File: config.mk
export PLATFORM = sky130hd
export DESIGN_NAME = vga_scan_controller
export DESIGN_NICKNAME = d
export VERILOG_FILES = /design/src/rtl/vga_scan_controller.sv
export SDC_FILE = /design/constraint.sdc
export NUM_CORES = 1
export LEC_CHECK = 0
export BUFFER_PORTS_ARGS = -buffer_cell sky130_fd_sc_hd__buf_4
export CELL_PAD_IN_SITES_DETAIL_PLACEMENT = 0
export CELL_PAD_IN_SITES_GLOBAL_PLACEMENT = 1
export CORE_UTILIZATION = 35
export CTS_CLUSTER_SIZE = 8
export DETAILED_ROUTE_END_ITERATION = 6
export GPL_ROUTABILITY_DRIVEN = 0
export PLACE_DENSITY_LB_ADDON = 0.1
export SLEW_MARGIN = 20
export SYNTH_ARGS = -nofsm -noshare
export SYNTH_HDL_FRONTEND = slang
export SYNTH_SLANG_ARGS = --single-unit
File: constraint.sdc
create_clock -name clk -period 3.2 [get_ports clk]
set_input_delay 0 -clock clk [delete_from_list [all_inputs] [get_ports clk]]
set_output_delay 0 -clock clk [all_outputs]
set_load 0.05 [all_outputs]
File: src/rtl/vga_scan_controller.sv
// vga_scan_controller: VGA raster timing with a pixel-tick divider and a latency-matched colour/sync output stage
// Ports: clk, reset_n (sync, active-low), pixelData (colour from the pixel source);
//        x/y/active (issued coordinate), pixel_tick, frame_start (pulses),
//        hSync/vSync (active-low), vgaR/vgaG/vgaB (colour drive).
module vga_scan_controller #(
  parameter int H_VISIBLE      = 640,
  parameter int H_FRONT        = 16,
  parameter int H_SYNC         = 96,
  parameter int H_BACK         = 48,
  parameter int V_VISIBLE      = 480,
  parameter int V_FRONT        = 10,
  parameter int V_SYNC         = 2,
  parameter int V_BACK         = 33,
  parameter int BITS_PER_COLOR = 12,
  parameter int PIXEL_DIV      = 4,
  parameter int PIPE_LAT       = 1
) (
  input  logic                      clk,
  input  logic                      reset_n,
  input  logic [BITS_PER_COLOR-1:0] pixelData,
  output logic [9:0]                x,
  output logic [8:0]                y,
  output logic                      active,
  output logic                      pixel_tick,
  output logic                      frame_start,
  output logic                      hSync,
  output logic                      vSync,
  output logic [3:0]                vgaR,
  output logic [3:0]                vgaG,
  output logic [3:0]                vgaB
);
  localparam int H_TOTAL = H_VISIBLE + H_FRONT + H_SYNC + H_BACK;
  localparam int V_TOTAL = V_VISIBLE + V_FRONT + V_SYNC + V_BACK;
  localparam int DW = PIXEL_DIV > 1 ? $clog2(PIXEL_DIV) : 1;
  localparam logic [DW-1:0] DMAX = DW'(PIXEL_DIV - 1);
  localparam logic [10:0] HMAX = 11'(H_TOTAL - 1);
  localparam logic [10:0] HVIS = 11'(H_VISIBLE);
  localparam logic [10:0] HS0  = 11'(H_VISIBLE + H_FRONT);
  localparam logic [10:0] HS1  = 11'(H_VISIBLE + H_FRONT + H_SYNC);
  localparam logic [10:0] VMAX = 11'(V_TOTAL - 1);
  localparam logic [10:0] VVIS = 11'(V_VISIBLE);
  localparam logic [10:0] VS0  = 11'(V_VISIBLE + V_FRONT);
  localparam logic [10:0] VS1  = 11'(V_VISIBLE + V_FRONT + V_SYNC);
  logic [DW-1:0] div_q, div_d;
  logic tick_q, tick_d;
  logic [10:0] h_q, h_d, v_q, v_d;
  logic [9:0] x_q, x_d;
  logic [8:0] y_q, y_d;
  logic act_q, act_d, fs_q, fs_d;
  logic hs_q, hs_d, vs_q, vs_d;
  logic [11:0] rgb_q, rgb_d;
  // Each stage holds {hsync asserted, vsync asserted, active}; asserted-high so a cleared stage means idle.
  logic [PIPE_LAT-1:0][2:0] pipe_q, pipe_d;
  logic [2:0] raw_d, dly;
  always_comb begin
    div_d  = (div_q == DMAX) ? '0 : div_q + DW'(1);
    // Tick is registered from the next divider value so it is high exactly while div_q == PIXEL_DIV-1.
    tick_d = div_d == DMAX;
    h_d    = tick_q ? ((h_q == HMAX) ? '0 : h_q + 11'd1) : h_q;
    v_d    = (tick_q && h_q == HMAX) ? ((v_q == VMAX) ? '0 : v_q + 11'd1) : v_q;
    act_d  = h_d < HVIS && v_d < VVIS;
    x_d    = (h_d < HVIS) ? h_d[9:0] : '0;
    y_d    = (v_d < VVIS) ? v_d[8:0] : '0;
    fs_d   = tick_d && h_d == HMAX && v_d == VMAX;
    raw_d  = {h_d >= HS0 && h_d < HS1, v_d >= VS0 && v_d < VS1, act_d};
    // Stage 0 tracks the issued coordinate; later stages shift on each tick.
    pipe_d    = pipe_q;
    pipe_d[0] = raw_d;
    for (int k = 1; k < PIPE_LAT; k++)
      if (tick_q) pipe_d[k] = pipe_q[k-1];
    dly   = pipe_q[PIPE_LAT-1];
    hs_d  = tick_q ? !dly[2] : hs_q;
    vs_d  = tick_q ? !dly[1] : vs_q;
    rgb_d = tick_q ? ((dly[0] && !dly[2] && !dly[1]) ? pixelData[11:0] : 12'h000) : rgb_q;
  end
  always_ff @(posedge clk) begin
    if (!reset_n) begin
      div_q  <= '0;
      tick_q <= 1'b0;
      h_q    <= '0;
      v_q    <= '0;
      x_q    <= '0;
      y_q    <= '0;
      act_q  <= 1'b0;
      fs_q   <= 1'b0;
      pipe_q <= '0;
      hs_q   <= 1'b1;
      vs_q   <= 1'b1;
      rgb_q  <= '0;
    end else begin
      div_q  <= div_d;
      tick_q <= tick_d;
      h_q    <= h_d;
      v_q    <= v_d;
      x_q    <= x_d;
      y_q    <= y_d;
      act_q  <= act_d;
      fs_q   <= fs_d;
      pipe_q <= pipe_d;
      hs_q   <= hs_d;
      vs_q   <= vs_d;
      rgb_q  <= rgb_d;
    end
  end
  assign x                  = x_q;
  assign y                  = y_q;
  assign active             = act_q;
  assign pixel_tick         = tick_q;
  assign frame_start        = fs_q;
  assign hSync              = hs_q;
  assign vSync              = vs_q;
  assign {vgaR, vgaG, vgaB} = rgb_q;
endmodule
### Yosys cells after proc, flatten, opt, wreduce, memory -nomap -nowiden

Cells that the tools add are included.

| cells by class | value |
|---|---|
| muxes and demuxes | 6 |
| $add $sub $neg | 3 |
| $lt $le $gt $ge | 6 |
| equality and inequality tests | 6 |
| reduce and logical (&&, ||, !) cells | 12 |

Operators with widths:

| kind | count |
|---|---|
| 11-bit by 10-bit == test with 1-bit output (second input constant) | 4 |
| 11-bit 2-to-1 mux | 4 |
| 11-bit by 1-bit adder with 11-bit output (second input constant) | 2 |
| 11-bit by 10-bit < comparator with 1-bit output (second input constant) | 2 |
| 11-bit by 9-bit < comparator with 1-bit output (second input constant) | 2 |
| 12-bit 2-to-1 mux | 1 |
| 11-bit by 10-bit greater-or-equal comparator with 1-bit output (second input constant) | 1 |
| 11-bit by 9-bit greater-or-equal comparator with 1-bit output (second input constant) | 1 |
| 1-bit logical AND | 8 |
| 2-bit == test (second input constant) | 2 |
| 2-bit AND reduction | 2 |
| 2-bit by 1-bit adder with 2-bit output (second input constant) | 1 |
| 1-bit logical NOT | 2 |
| 2-bit 2-to-1 mux | 1 |

| storage, ports and cells | value |
|---|---|
| register bits after elaboration | 63 |
| output and inout port bits | 36 |
| word-level logic and storage cells | 45 |

### Longest topological paths before layout

| logic depth | value |
|---|---|
| depth in word-level cells | 6 |
| mapped depth | 9 |
| mapped depth without buffers | 8 |

### Worst setup path after synthesis

Ideal clock, no wire load.

| timing | value |
|---|---|
| path kind | register to register |
| start | register tick_q (netlist: pixel_tick) |
| end | register y_q[5] (netlist: y[5]) |
| period minus slack after synthesis | 2.774 ns |
| buffers on the path | 1 |
| arrival time | 2.642 ns |
| library setup time | 0.131 ns |
| slack | 0.426 ns |
| cell stages (with the launch flop) | 8 |
| required time | 3.069 ns |
| path through | dfxtp_1 buf_2 nand3_1 or4_4 nor4_4 mux2_2 o21ai_2 nor3_1 |

| on the way | value |
|---|---|
| word-level cells in the longest chain between the ends | 4 |

Ends and longest elaborated chain:

| what | RTL line | text |
|---|---|---|
| start, declared | 45 | `logic tick_q, tick_d;` |
| start signal, assigned | 92 | `tick_q <= tick_d;` |
| 1-bit logical AND * | 60 | `v_d = (tick_q && h_q == HMAX) ? ((v_q == VMAX) ? '0 : v_q + 11'd1) : v_q;` |
| 11-bit 2-to-1 mux * | 60 |  |
| 11-bit by 9-bit < comparator with 1-bit output | 63 | `y_d = (v_d < VVIS) ? v_d[8:0] : '0;` |
| 2-bit AND reduction (no line) | n/a |  |
| end signal, assigned | 96 | `y_q <= y_d;` |
| end, declared | 48 | `logic [8:0] y_q, y_d;` |

Mark *: on every way between the ends. The rest lies on a longest branch, timed or not.
A chain may end at the register's enable or synchronous reset.

### Worst setup path in the final report

| timing | value |
|---|---|
| start | register h_q[0] |
| end | register y_q[5] (netlist: y[5]) |

| on the way | value |
|---|---|
| word-level cells in the longest chain between the ends | 5 |

Ends and longest elaborated chain:

| what | RTL line | text |
|---|---|---|
| start, declared | 46 | `logic [10:0] h_q, h_d, v_q, v_d;` |
| start signal, assigned | 80 | `h_q <= '0;` |
| start signal, assigned | 93 | `h_q <= h_d;` |
| 11-bit by 10-bit == test with 1-bit output * | 60 |  |
| 1-bit logical AND * | 60 |  |
| 11-bit 2-to-1 mux * | 60 |  |
| 11-bit by 9-bit < comparator with 1-bit output | 63 |  |
| 2-bit AND reduction (no line) | n/a |  |

Marked as above.

==> results.md <==
* Final hold vios at 0
* Final WS setup at 0.4070 ns
* Placed Cells at 469
* Period utilization at 0.8728
* Synth Cell Area at 2789 um2
* Arrival @ worst endpoint at 2.98 ns
* Via count of the first global-routing pass at 2397
* Synthesized instance count at 335
* Power Total at 1.585 mW
* DR iter-0 viols at 121
* RSZ-0062 raised after global routing: no
* R2r setup slk at 0.41 ns
* GR Util met2 at 0.2708
* Die area at 8329 um2
* Slew HR at 0.5083
* Setup violations, final at 0
* GR peak layer: met2
* Pre-CTS setup slack at 0.4168 ns
* Library cells used by synthesis at 52
* Clk_skew at 0.005925 ns
* Yosys Warn Count at 0
* Routed vias/inst at 5.022
* Port bufs at 49
* Static Leak at 1.444 nW
* DR WL/cell at 14.20 um
* Initial core utilization at 0.3609
* Final Slew Violations at 0
* Nets at 410
* Final core occ at 0.4624
* CTS sink cnt at 62
* Fin crit period at 2.793 ns
* Largest net degree at the start of global routing at 30
* Worst Setup Start Kind: flop
* Clock root buffer: clkbuf_8
* Hold crit path type: in -> reg
* CP Class: reg -> reg
* First-pass GRT wire length at 11840 um
* Syn_area_per_cell at 8.325 um2
* TritonCTS clock tree: yes
* Core area at 7727 um2
* First-pass iteration count of the detailed router at 4
* EDFF count, synth at 0
* Max clock buf depth at 2
* Setup TNS at 0 ns
* Grt ovf at 0
* Layout Cells excl Fill at 498
* # rows at 32
* Max Cap Viol at 0
* Area Overhead vs Synth at 28.13%
* Ant. Diodes at 0
* Achievable Freq at 358.0 MHz
* Post-synthesis async set-or-reset flop share at 0
* # hold bufs at CTS at 13
* Pwr dens at 443.5 nW/um2
* DR vias at 2501
* Clk Latency, worst-skew pair at 0.34 ns
* Outcome: finished clean
* Die Height at 91.27 um
* Horiz. Die Dim at 91.27 um
* DRC at 0
* #FFs+latches synth at 62
* Most used DFF post-synth: dfxtp_1
* Initial antenna violation count at 0
* Clock-pin slew of the registers on the worst-case setup and hold paths at 0.07 ns
* Share of layout cells above drive strength 1 at 0.1995
* # Post-CTS Setup Buffers at 0
* # IOs at 50
* All-Layer GR Usage at 0.1827
* Met3 Use GR at 0.03015
* Syn Nets at 354
* VDD IR-drop max at 228.4 uV
* ANT nets after route at 0
* Actual slew at the worst max-slew pin at 0.7367 ns
* Drt total wl at 7073 um
* Critical path endpoint category: flop
* Sequential element share of the synthesized area at 0.4450
* CP Max Fanout at 12
* H-tree depth at 3
* Post-CTS Resized at 0
* Post-DP HPWL at 4836 um
* Num CTS Buffers at 9
* GRT met1 Usage at 0.2564
* Data required, critical path at 3.39 ns
[sequential cells by signal, summed over array words and instances, names as in the netlist]
register / count
div_q: 2
dly: 3
frame_start: 1
hSync: 1
h_q: 11
pixel_tick: 1
rgb_q: 12
vSync: 1
v_q: 11
x: 10
y: 9
[power by group]
group / leakage, nW / switching, mW / total [mW] / internal (mW)
Combinational: 0.844 / 0.0564 / 0.0983 / 0.0420
Clock: 0.0996 / 0.297 / 0.698 / 0.402
Sequential: 0.501 / 0.00622 / 0.788 / 0.782
Total: 1.44 / 0.359 / 1.58 / 1.23
[worst paths after layout]
path,startpoint,end,cells after the start
hold reg to reg,div_q[0]$_SDFF_PN0_,div_q[0]$_SDFF_PN0_,1
setup reg to reg,h_q[0]$_SDFF_PN0_,y[5]$_SDFF_PN0_,7
setup / recovery,h_q[0]$_SDFF_PN0_,y[5]$_SDFF_PN0_,7
hold / removal,pixelData[11],rgb_q[11]$_SDFFE_PN0P_,4
[synthesized netlist by cell type, drive strengths merged (2+ instances only)]
master | n | area [um2]
a211oi | 2 | 15.01
a21oi | 17 | 85.08
a311oi | 2 | 23.77
a31oi | 7 | 43.79
and2 | 3 | 18.77
and3 | 6 | 37.54
and4 | 3 | 26.28
buf | 7 | 37.53
clkbuf | 17 | 63.81
dfxtp | 62 | 1241
ha | 5 | 62.56
inv | 10 | 37.54
nand2 | 28 | 105.1
nand3 | 12 | 60.06
nand4 | 9 | 56.30
nor2 | 57 | 214.0
nor2b | 16 | 100.1
nor3 | 14 | 70.07
nor4 | 4 | 46.29
nor4b | 3 | 26.28
o21ai | 9 | 48.80
or3 | 4 | 30.03
xnor2 | 11 | 96.34
xor2 | 6 | 52.55
[worst max-delay path, stage by stage (launching register included)]
cell	delay, ns
dfxtp_1	0.41
ha_1	0.29
nand3_1	0.13
or4_4	0.65
nor4_4	0.34
mux2_2	0.40
o21ai_2	0.32
nor3_1	0.10
[area by class of cell]
cell class,count,area (um2)
clock buffer,13,158.9
clock inverter,3,42.54
fill,783,4154
inverter,10,37.54
multi-input combinational,239,1415
sequential,62,1241
tap,102,127.6
timing repair buffer,69,550.5
[per-layer routing]
metal,part of all wire,vias up
li1,-,1270
met1,0.51,1162
met2,0.44,62
met5,0,-
met3,0.040,7
met4,0.015,0
[metrics by stage]
step,hold slack (ns),instance area (um2)
after floorplan,0.1394,2789
after global placement,0.2224,3242
after global routing,0.4380,3573
after CTS,0.4119,3573
after detailed placement,0.2347,3242
final,0.4276,3573
[cell families after synthesis]
kind of cell               count (synthesis)  synth area share
DFF                                       62            0.4450
buffers and inverters                     34           0.04980
muxes                                      2          0.007627
xor gates and xnor gates                  17           0.05339
adders and majority gates                  5           0.02243
AOI/OAI and AO/OA                         50            0.1189
and+or+nand+nor                          165            0.3028
[placed cells by master, fill, tap and decap left out, types with 2 or more instances in the layout]
cell type and instances:
dfxtp_1 62, nor2_1 57, buf_4 56, nand2_1 28, a21oi_1 17, nor2b_1 16, nor3_1 14, dlygate4sd3_1 13
nand3_1 12, xnor2_1 11, clkbuf_8 11, inv_1 10, nand4_1 9, o21ai_0 8, a31oi_1 7, and3_1 6
xor2_1 6, ha_1 5, and4_1 3, and2_1 3, nor4b_1 3, or3_1 3, nor4_1 2, a211oi_1 2
clkbuf_1 2
No activity file was read; power rests on OpenSTA's default activity.
